File: src/rtl/axi_read_arbiter_if.sv
// Signal bundle between the two cache requesters, the read arbiter and the
// AXI read channels (AR + R). The master modport is the arbiter's view; the
// slave modport is the view of whatever surrounds it (caches + memory).
interface axi_read_arbiter_if #(
    parameter int LINE_BEATS = 4,
    parameter int ADDR_W     = 32
);
    localparam int BEAT_W = $clog2(LINE_BEATS);

    // Requester side
    logic              i_rreq;
    logic [ADDR_W-1:0] i_raddr;
    logic              d_rreq;
    logic [ADDR_W-1:0] d_raddr;
    logic              i_rvalid;
    logic              d_rvalid;
    logic [31:0]       c_rdata;
    logic              c_rlast;
    logic [BEAT_W-1:0] c_beat;

    // AXI read address channel
    logic [ADDR_W-1:0] araddr;
    logic              arvalid;
    logic              arready;
    logic [7:0]        arlen;
    logic [2:0]        arsize;
    logic [1:0]        arburst;

    // AXI read data channel
    logic [31:0]       rdata;
    logic [1:0]        rresp;
    logic              rvalid;
    logic              rready;
    logic              rlast;

    modport master (
        input  i_rreq, i_raddr, d_rreq, d_raddr,
        output i_rvalid, d_rvalid, c_rdata, c_rlast, c_beat,
        output araddr, arvalid, arlen, arsize, arburst,
        input  arready,
        input  rdata, rresp, rvalid, rlast,
        output rready
    );

    modport slave (
        output i_rreq, i_raddr, d_rreq, d_raddr,
        input  i_rvalid, d_rvalid, c_rdata, c_rlast, c_beat,
        input  araddr, arvalid, arlen, arsize, arburst,
        output arready,
        output rdata, rresp, rvalid, rlast,
        input  rready
    );
endinterface

File: src/rtl/axi_read_arbiter.sv
// Round-robin arbiter that shares one AXI read port between an icache and a
// dcache line-fill engine. One cache-line INCR burst is in flight at a time;
// the returning beats are steered to whichever cache won the grant.
module axi_read_arbiter #(
    parameter int LINE_BEATS = 4,
    parameter int ADDR_W     = 32
) (
    input logic                clk,
    input logic                rstn,
    axi_read_arbiter_if.master bus
);
    localparam int BEAT_W = $clog2(LINE_BEATS);
    // Byte offset bits inside one line (4-byte beats).
    localparam int OFFS_W = $clog2(LINE_BEATS * 4);

    typedef enum logic [1:0] {
        IDLE = 2'd0,
        AR   = 2'd1,
        R    = 2'd2
    } state_t;

    state_t            state_q;
    logic              gnt_dcache_q;   // 1: current burst belongs to the dcache
    logic              last_dcache_q;  // 1: most recently completed burst was dcache
    logic [ADDR_W-1:0] araddr_q;
    logic              arvalid_q;
    logic              rready_q;
    logic [BEAT_W-1:0] beat_q;

    logic              pick_dcache_d;
    logic [ADDR_W-1:0] line_addr_d;

    // rresp carries no information this block acts on.
    logic unused_rresp;
    assign unused_rresp = ^bus.rresp;

    // Round-robin choice among the current requesters and the winner's line address
    always_comb begin
        pick_dcache_d = bus.d_rreq;
        if (bus.i_rreq && bus.d_rreq) begin
            pick_dcache_d = ~last_dcache_q;
        end
        line_addr_d = pick_dcache_d ? bus.d_raddr : bus.i_raddr;
        line_addr_d[OFFS_W-1:0] = '0;
    end

    // Burst sequencing: grant in IDLE, address handshake in AR, beat return in R
    always_ff @(posedge clk or negedge rstn) begin
        if (!rstn) begin
            state_q       <= IDLE;
            gnt_dcache_q  <= 1'b0;
            last_dcache_q <= 1'b0;   // icache counted as last, so a first tie goes to dcache
            araddr_q      <= '0;
            arvalid_q     <= 1'b0;
            rready_q      <= 1'b0;
            beat_q        <= '0;
        end else begin
            case (state_q)
                IDLE: begin
                    // Requests are only looked at here; anything raised later waits.
                    if (bus.i_rreq || bus.d_rreq) begin
                        gnt_dcache_q <= pick_dcache_d;
                        araddr_q     <= line_addr_d;
                        arvalid_q    <= 1'b1;
                        state_q      <= AR;
                    end
                end
                AR: begin
                    // araddr_q is not touched until the slave takes it.
                    if (bus.arready) begin
                        arvalid_q <= 1'b0;
                        rready_q  <= 1'b1;
                        beat_q    <= '0;
                        state_q   <= R;
                    end
                end
                R: begin
                    if (bus.rvalid) begin
                        // Power-of-two LINE_BEATS makes the natural overflow the wrap.
                        beat_q <= beat_q + 1'b1;
                        // rlast alone ends the burst, whatever the beat count says.
                        if (bus.rlast) begin
                            rready_q      <= 1'b0;
                            last_dcache_q <= gnt_dcache_q;
                            state_q       <= IDLE;
                        end
                    end
                end
                default: begin
                    arvalid_q <= 1'b0;
                    rready_q  <= 1'b0;
                    state_q   <= IDLE;
                end
            endcase
        end
    end

    // AR channel: registered handshake, fixed burst shape
    assign bus.arvalid = arvalid_q;
    assign bus.araddr  = araddr_q;
    assign bus.arlen   = 8'(LINE_BEATS - 1);
    assign bus.arsize  = 3'b010;
    assign bus.arburst = 2'b01;

    // R channel: rready_q is high exactly while in R, so it also gates forwarding
    assign bus.rready   = rready_q;
    assign bus.c_rdata  = bus.rdata;
    assign bus.c_rlast  = rready_q & bus.rlast;
    assign bus.c_beat   = beat_q;
    assign bus.i_rvalid = rready_q & bus.rvalid & ~gnt_dcache_q;
    assign bus.d_rvalid = rready_q & bus.rvalid &  gnt_dcache_q;
endmodule
File: src/flat_wrapper.sv
// flat-port wrapper written by rule: the top's interface ports become plain ports
module axi_read_arbiter_flat 
#(
    parameter int LINE_BEATS = 4,
    parameter int ADDR_W     = 32
)
  (clk, rstn, bus_i_rreq, bus_i_raddr, bus_d_rreq, bus_d_raddr, bus_i_rvalid, bus_d_rvalid, bus_c_rdata, bus_c_rlast, bus_c_beat, bus_araddr, bus_arvalid, bus_arlen, bus_arsize, bus_arburst, bus_arready, bus_rdata, bus_rresp, bus_rvalid, bus_rlast, bus_rready);
  axi_read_arbiter_if #(.LINE_BEATS(LINE_BEATS), .ADDR_W(ADDR_W)) bus_i ();
  input logic clk;
  input logic rstn;
  input wire logic [$bits(bus_i.i_rreq)-1:0] bus_i_rreq;
  input wire logic [$bits(bus_i.i_raddr)-1:0] bus_i_raddr;
  input wire logic [$bits(bus_i.d_rreq)-1:0] bus_d_rreq;
  input wire logic [$bits(bus_i.d_raddr)-1:0] bus_d_raddr;
  output wire logic [$bits(bus_i.i_rvalid)-1:0] bus_i_rvalid;
  output wire logic [$bits(bus_i.d_rvalid)-1:0] bus_d_rvalid;
  output wire logic [$bits(bus_i.c_rdata)-1:0] bus_c_rdata;
  output wire logic [$bits(bus_i.c_rlast)-1:0] bus_c_rlast;
  output wire logic [$bits(bus_i.c_beat)-1:0] bus_c_beat;
  output wire logic [$bits(bus_i.araddr)-1:0] bus_araddr;
  output wire logic [$bits(bus_i.arvalid)-1:0] bus_arvalid;
  output wire logic [$bits(bus_i.arlen)-1:0] bus_arlen;
  output wire logic [$bits(bus_i.arsize)-1:0] bus_arsize;
  output wire logic [$bits(bus_i.arburst)-1:0] bus_arburst;
  input wire logic [$bits(bus_i.arready)-1:0] bus_arready;
  input wire logic [$bits(bus_i.rdata)-1:0] bus_rdata;
  input wire logic [$bits(bus_i.rresp)-1:0] bus_rresp;
  input wire logic [$bits(bus_i.rvalid)-1:0] bus_rvalid;
  input wire logic [$bits(bus_i.rlast)-1:0] bus_rlast;
  output wire logic [$bits(bus_i.rready)-1:0] bus_rready;
  assign bus_i.i_rreq = bus_i_rreq;
  assign bus_i.i_raddr = bus_i_raddr;
  assign bus_i.d_rreq = bus_d_rreq;
  assign bus_i.d_raddr = bus_d_raddr;
  assign bus_i_rvalid = bus_i.i_rvalid;
  assign bus_d_rvalid = bus_i.d_rvalid;
  assign bus_c_rdata = bus_i.c_rdata;
  assign bus_c_rlast = bus_i.c_rlast;
  assign bus_c_beat = bus_i.c_beat;
  assign bus_araddr = bus_i.araddr;
  assign bus_arvalid = bus_i.arvalid;
  assign bus_arlen = bus_i.arlen;
  assign bus_arsize = bus_i.arsize;
  assign bus_arburst = bus_i.arburst;
  assign bus_i.arready = bus_arready;
  assign bus_i.rdata = bus_rdata;
  assign bus_i.rresp = bus_rresp;
  assign bus_i.rvalid = bus_rvalid;
  assign bus_i.rlast = bus_rlast;
  assign bus_rready = bus_i.rready;
  axi_read_arbiter #(.LINE_BEATS(LINE_BEATS), .ADDR_W(ADDR_W)) u_core (.clk(clk), .rstn(rstn), .bus(bus_i));
endmodule
File: config.mk
export PLATFORM = sky130hd
export DESIGN_NAME = axi_read_arbiter_flat
export DESIGN_NICKNAME = d
export VERILOG_FILES = /design/src/rtl/axi_read_arbiter_if.sv /design/src/rtl/axi_read_arbiter.sv /design/src/flat_wrapper.sv
export SDC_FILE = /design/constraint.sdc
export NUM_CORES = 1
export LEC_CHECK = 0
export ABC_AREA = 1
export CAP_MARGIN = 25
export CORE_ASPECT_RATIO = 0.6
export CORE_UTILIZATION = 55
export CTS_CLUSTER_SIZE = 8
export DETAILED_ROUTE_END_ITERATION = 10
export DONT_BUFFER_PORTS = 1
export GPL_ROUTABILITY_DRIVEN = 0
export PLACE_DENSITY = 0.79
export SLEW_MARGIN = 20
export SYNTH_ARGS = -nofsm -noshare
export SYNTH_HDL_FRONTEND = slang
export SYNTH_SLANG_ARGS = --single-unit
File: constraint.sdc
create_clock -name clk -period 1.8 [get_ports clk]
set_input_delay 0.18 -clock clk [delete_from_list [all_inputs] [get_ports clk]]
set_output_delay 0.18 -clock clk [all_outputs]
set_load 0.02 [all_outputs]
==> results by group <==
Run status
  • Status: finished, final reports clean

Global routing
  • Vias in the first global route: 1552
  • Initial antenna violation count: 0
  • GRT overflow: 0
  • First-pass GRT wire length: 7.27 mm
  • Pin count of the biggest net entering global routing: 37
  • All-layer global routing usage: 21.3%

Logic synthesis
  • Post-synthesis sequential area ratio: 37.3%
  • #FFs+latches synth: 36
  • Cell Area, Synth: 2420 um2
  • YS warnings: 0
  • Syn_area_per_cell: 6.95 um2
  • Synth cell types: 18
  • Cell count after synthesis: 348

Pwr
  • Total Power: 0.00389 W
  • Worst vdd ir: 0.827 mV
  • Cell area power density: 1700 nW/um2
  • Leakage: 1.41 nW

Detailed routing
  • Wirelength per Cell: 12.3 um
  • 1st-pass router iterations: 4
  • Antenna Nets Post-Route: 0
  • Vias per inst: 4.79
  • DRC Markers: 0
  • Vias: 1798
  • Initial DRC count: 80
  • Detailed Route WL: 4.59 mm

Critical path
  • Critical path's slowest cell: dfrtp_1
  • Crit-path cells: nand2_1 -> nor2_1
  • Startpoint Class: flop
  • CP required: 1.62 ns
  • Element type at the critical path end: output pin
  • CP max FO: 4
  • WS Path Type: flop to output pin
  • Worst path arrival time: 1.22 ns
  • CP max stage delay: 0.50 ns

Layout
  • Multi-input logic area: 853 um2
  • Flip-flop and latch area: 901 um2
  • Share of cells above drive strength 1: 6.35%
  • Area Overhead vs Synth: -5.54%
  • Fill cells: 396
  • Design area: 2280 um2
  • Antenna Cells: 0
  • Nets@finish: 419
  • Fin cells: 375

Placed design
  • IO buf count: 0
  • Post-DP HPWL: 3.38 mm
  • Cell count after placement: 365
  • Placement Cell Area: 2130 um2

CTS
  • CTS tree: yes
  • Clock Tree Root: clkbuf_8
  • CTS buffer count: 5
  • H-tree depth: 2
  • Insertion delay to the later sink of the worst-skew pair: 0.28 ns
  • Clock-pin slew on the worst setup and hold paths: 0.07 ns
  • Maximum clock path buffer count: 2
  • Clock Sink Count: 36

Floorplanning
  • Die height: 53.4 um
  • I/O pin count: 189
  • Die span in x: 87.6 um
  • Core area: 4170 um2
  • Num rows: 18
  • Die area: 4670 um2
  • Starting Density: 58.0%

STA
  • Fmax: 0.714 GHz
  • Fin Setup TNS: 0 ns
  • Pins Over Slew Limit: 0
  • Final-report hold violation count: 0
  • Setup violators final: 0
  • Final clock skew: 0.00765 ns
  • Max-Slew Margin vs Limit: 51.9%
  • Final period util: 77.8%
  • RSZ-0062 raised after global routing: no
  • Worst-Margin Slew: 0.721 ns
  • Fin crit period: 1.40 ns

Hold path
  • Worst hold path type: input pin to flop

Job
  • Max_cap viols: 0
[worst paths after layout]
kind	to	start	slack, ns	depth (start not counted)
min in group asynchronous	u_core.bus.araddr[15]	rstn	0.37	2
max reg2reg	u_core.bus.araddr[26]	u_core.last_dcache_q	0.49	5
min	u_core.last_dcache_q	bus_rvalid	0.06	2
max	bus_i_rvalid	u_core.bus.rready	0.40	2
min reg2reg	u_core.last_dcache_q	u_core.last_dcache_q	0.54	2
max in group asynchronous	u_core.bus.araddr[19]	rstn	1.25	2
[flip-flops by register name, summed over array words and instances (netlist names)]
register,flops
u_core.gnt_dcache_q,1
u_core.state_q,2
u_core.bus.araddr,28
u_core.bus.rready,1
u_core.last_dcache_q,1
u_core.bus.c_beat,2
u_core.bus.arvalid,1
[placed cells by master, fill, tap and decap left out, drive strengths merged]
cell / synthesis / routed
nand2: 106 / 106
inv: 66 / 66
nand3: 59 / 59
dfrtp: 36 / 36
conb: 2 / 17
nor2: 8 / 8
clkbuf: 0 / 7
buf: 63 / 6
o21ai: 4 / 4
a21oi: 3 / 3
nand4: 1 / 1
bufinv: 0 / 1
dlygate4sd3: 0 / 1
[cell families after synthesis]
| group | share of synthesized area, % |
|---|---|
| simple gates | 31.1 |
| compound gates | 1.60 |
| flops | 37.3 |
| other cells | 0.311 |
| buf+inv | 29.8 |
[per-stage QoR]
| stage | worst slack (ns) | hold WS, ns | util (%) |
|---|---|---|---|
| final | 0.399 | 0.0550 | 54.8 |
| after global routing | 0.316 | 0.0626 | 54.8 |
| after CTS | 0.377 | 0.0457 | 54.8 |
| after detailed placement | 0.505 | -0.115 | 51.1 |
| after global placement | 0.556 | -0.115 | 51.1 |
| after floorplan | 0.762 | -0.116 | - |
[layout make-up]
type,count,area share [%]
inverters,66,10.8
flip-flops and latches,36,39.5
repair buffers,7,3.51
multi-input cells,198,37.4
clock buffers,7,4.22
well taps,60,3.29
clock inverters,1,1.32
[per-layer routing]
| metal | wire length, um | GRT usage (%) |
|---|---|---|
| met1 | 2120 | 27.2 |
| met2 | 2060 | 33.7 |
| met3 | 394 | 8.58 |
| met4 | 23 | 5.19 |
| met5 | 0 | 0 |
[Yosys cell counts (all sizes together)]
| master | instances | area share (%) |
|---|---|---|
| dfrtp | 36 | 37 |
| conb | 2 | 0.31 |
| nand3 | 59 | 12 |
| o21ai | 4 | 0.98 |
| inv | 66 | 10 |
| nor2 | 8 | 2.0 |
| nand4 | 1 | 0.26 |
| buf | 63 | 20 |
| a21oi | 3 | 0.62 |
| nand2 | 106 | 17 |
[where the power goes]
part           switching, W  internal [W]
clock network      0.000278      0.000489
logic              0.000770      0.000407
registers          0.000744       0.00121
[worst max-delay path, delay by kind of cell (launching register included)]
family	cells	cell delay (ns)
flops	1	0.50
simple gates	2	0.44
[what timing repair did]
action | CTS | global route
hold buffers | 2 | 0
resized for setup | 0 | 0
setup buffers | 0 | 0
hold endpoints to repair | 36 | 0
Power figures use the tool's default switching activity.
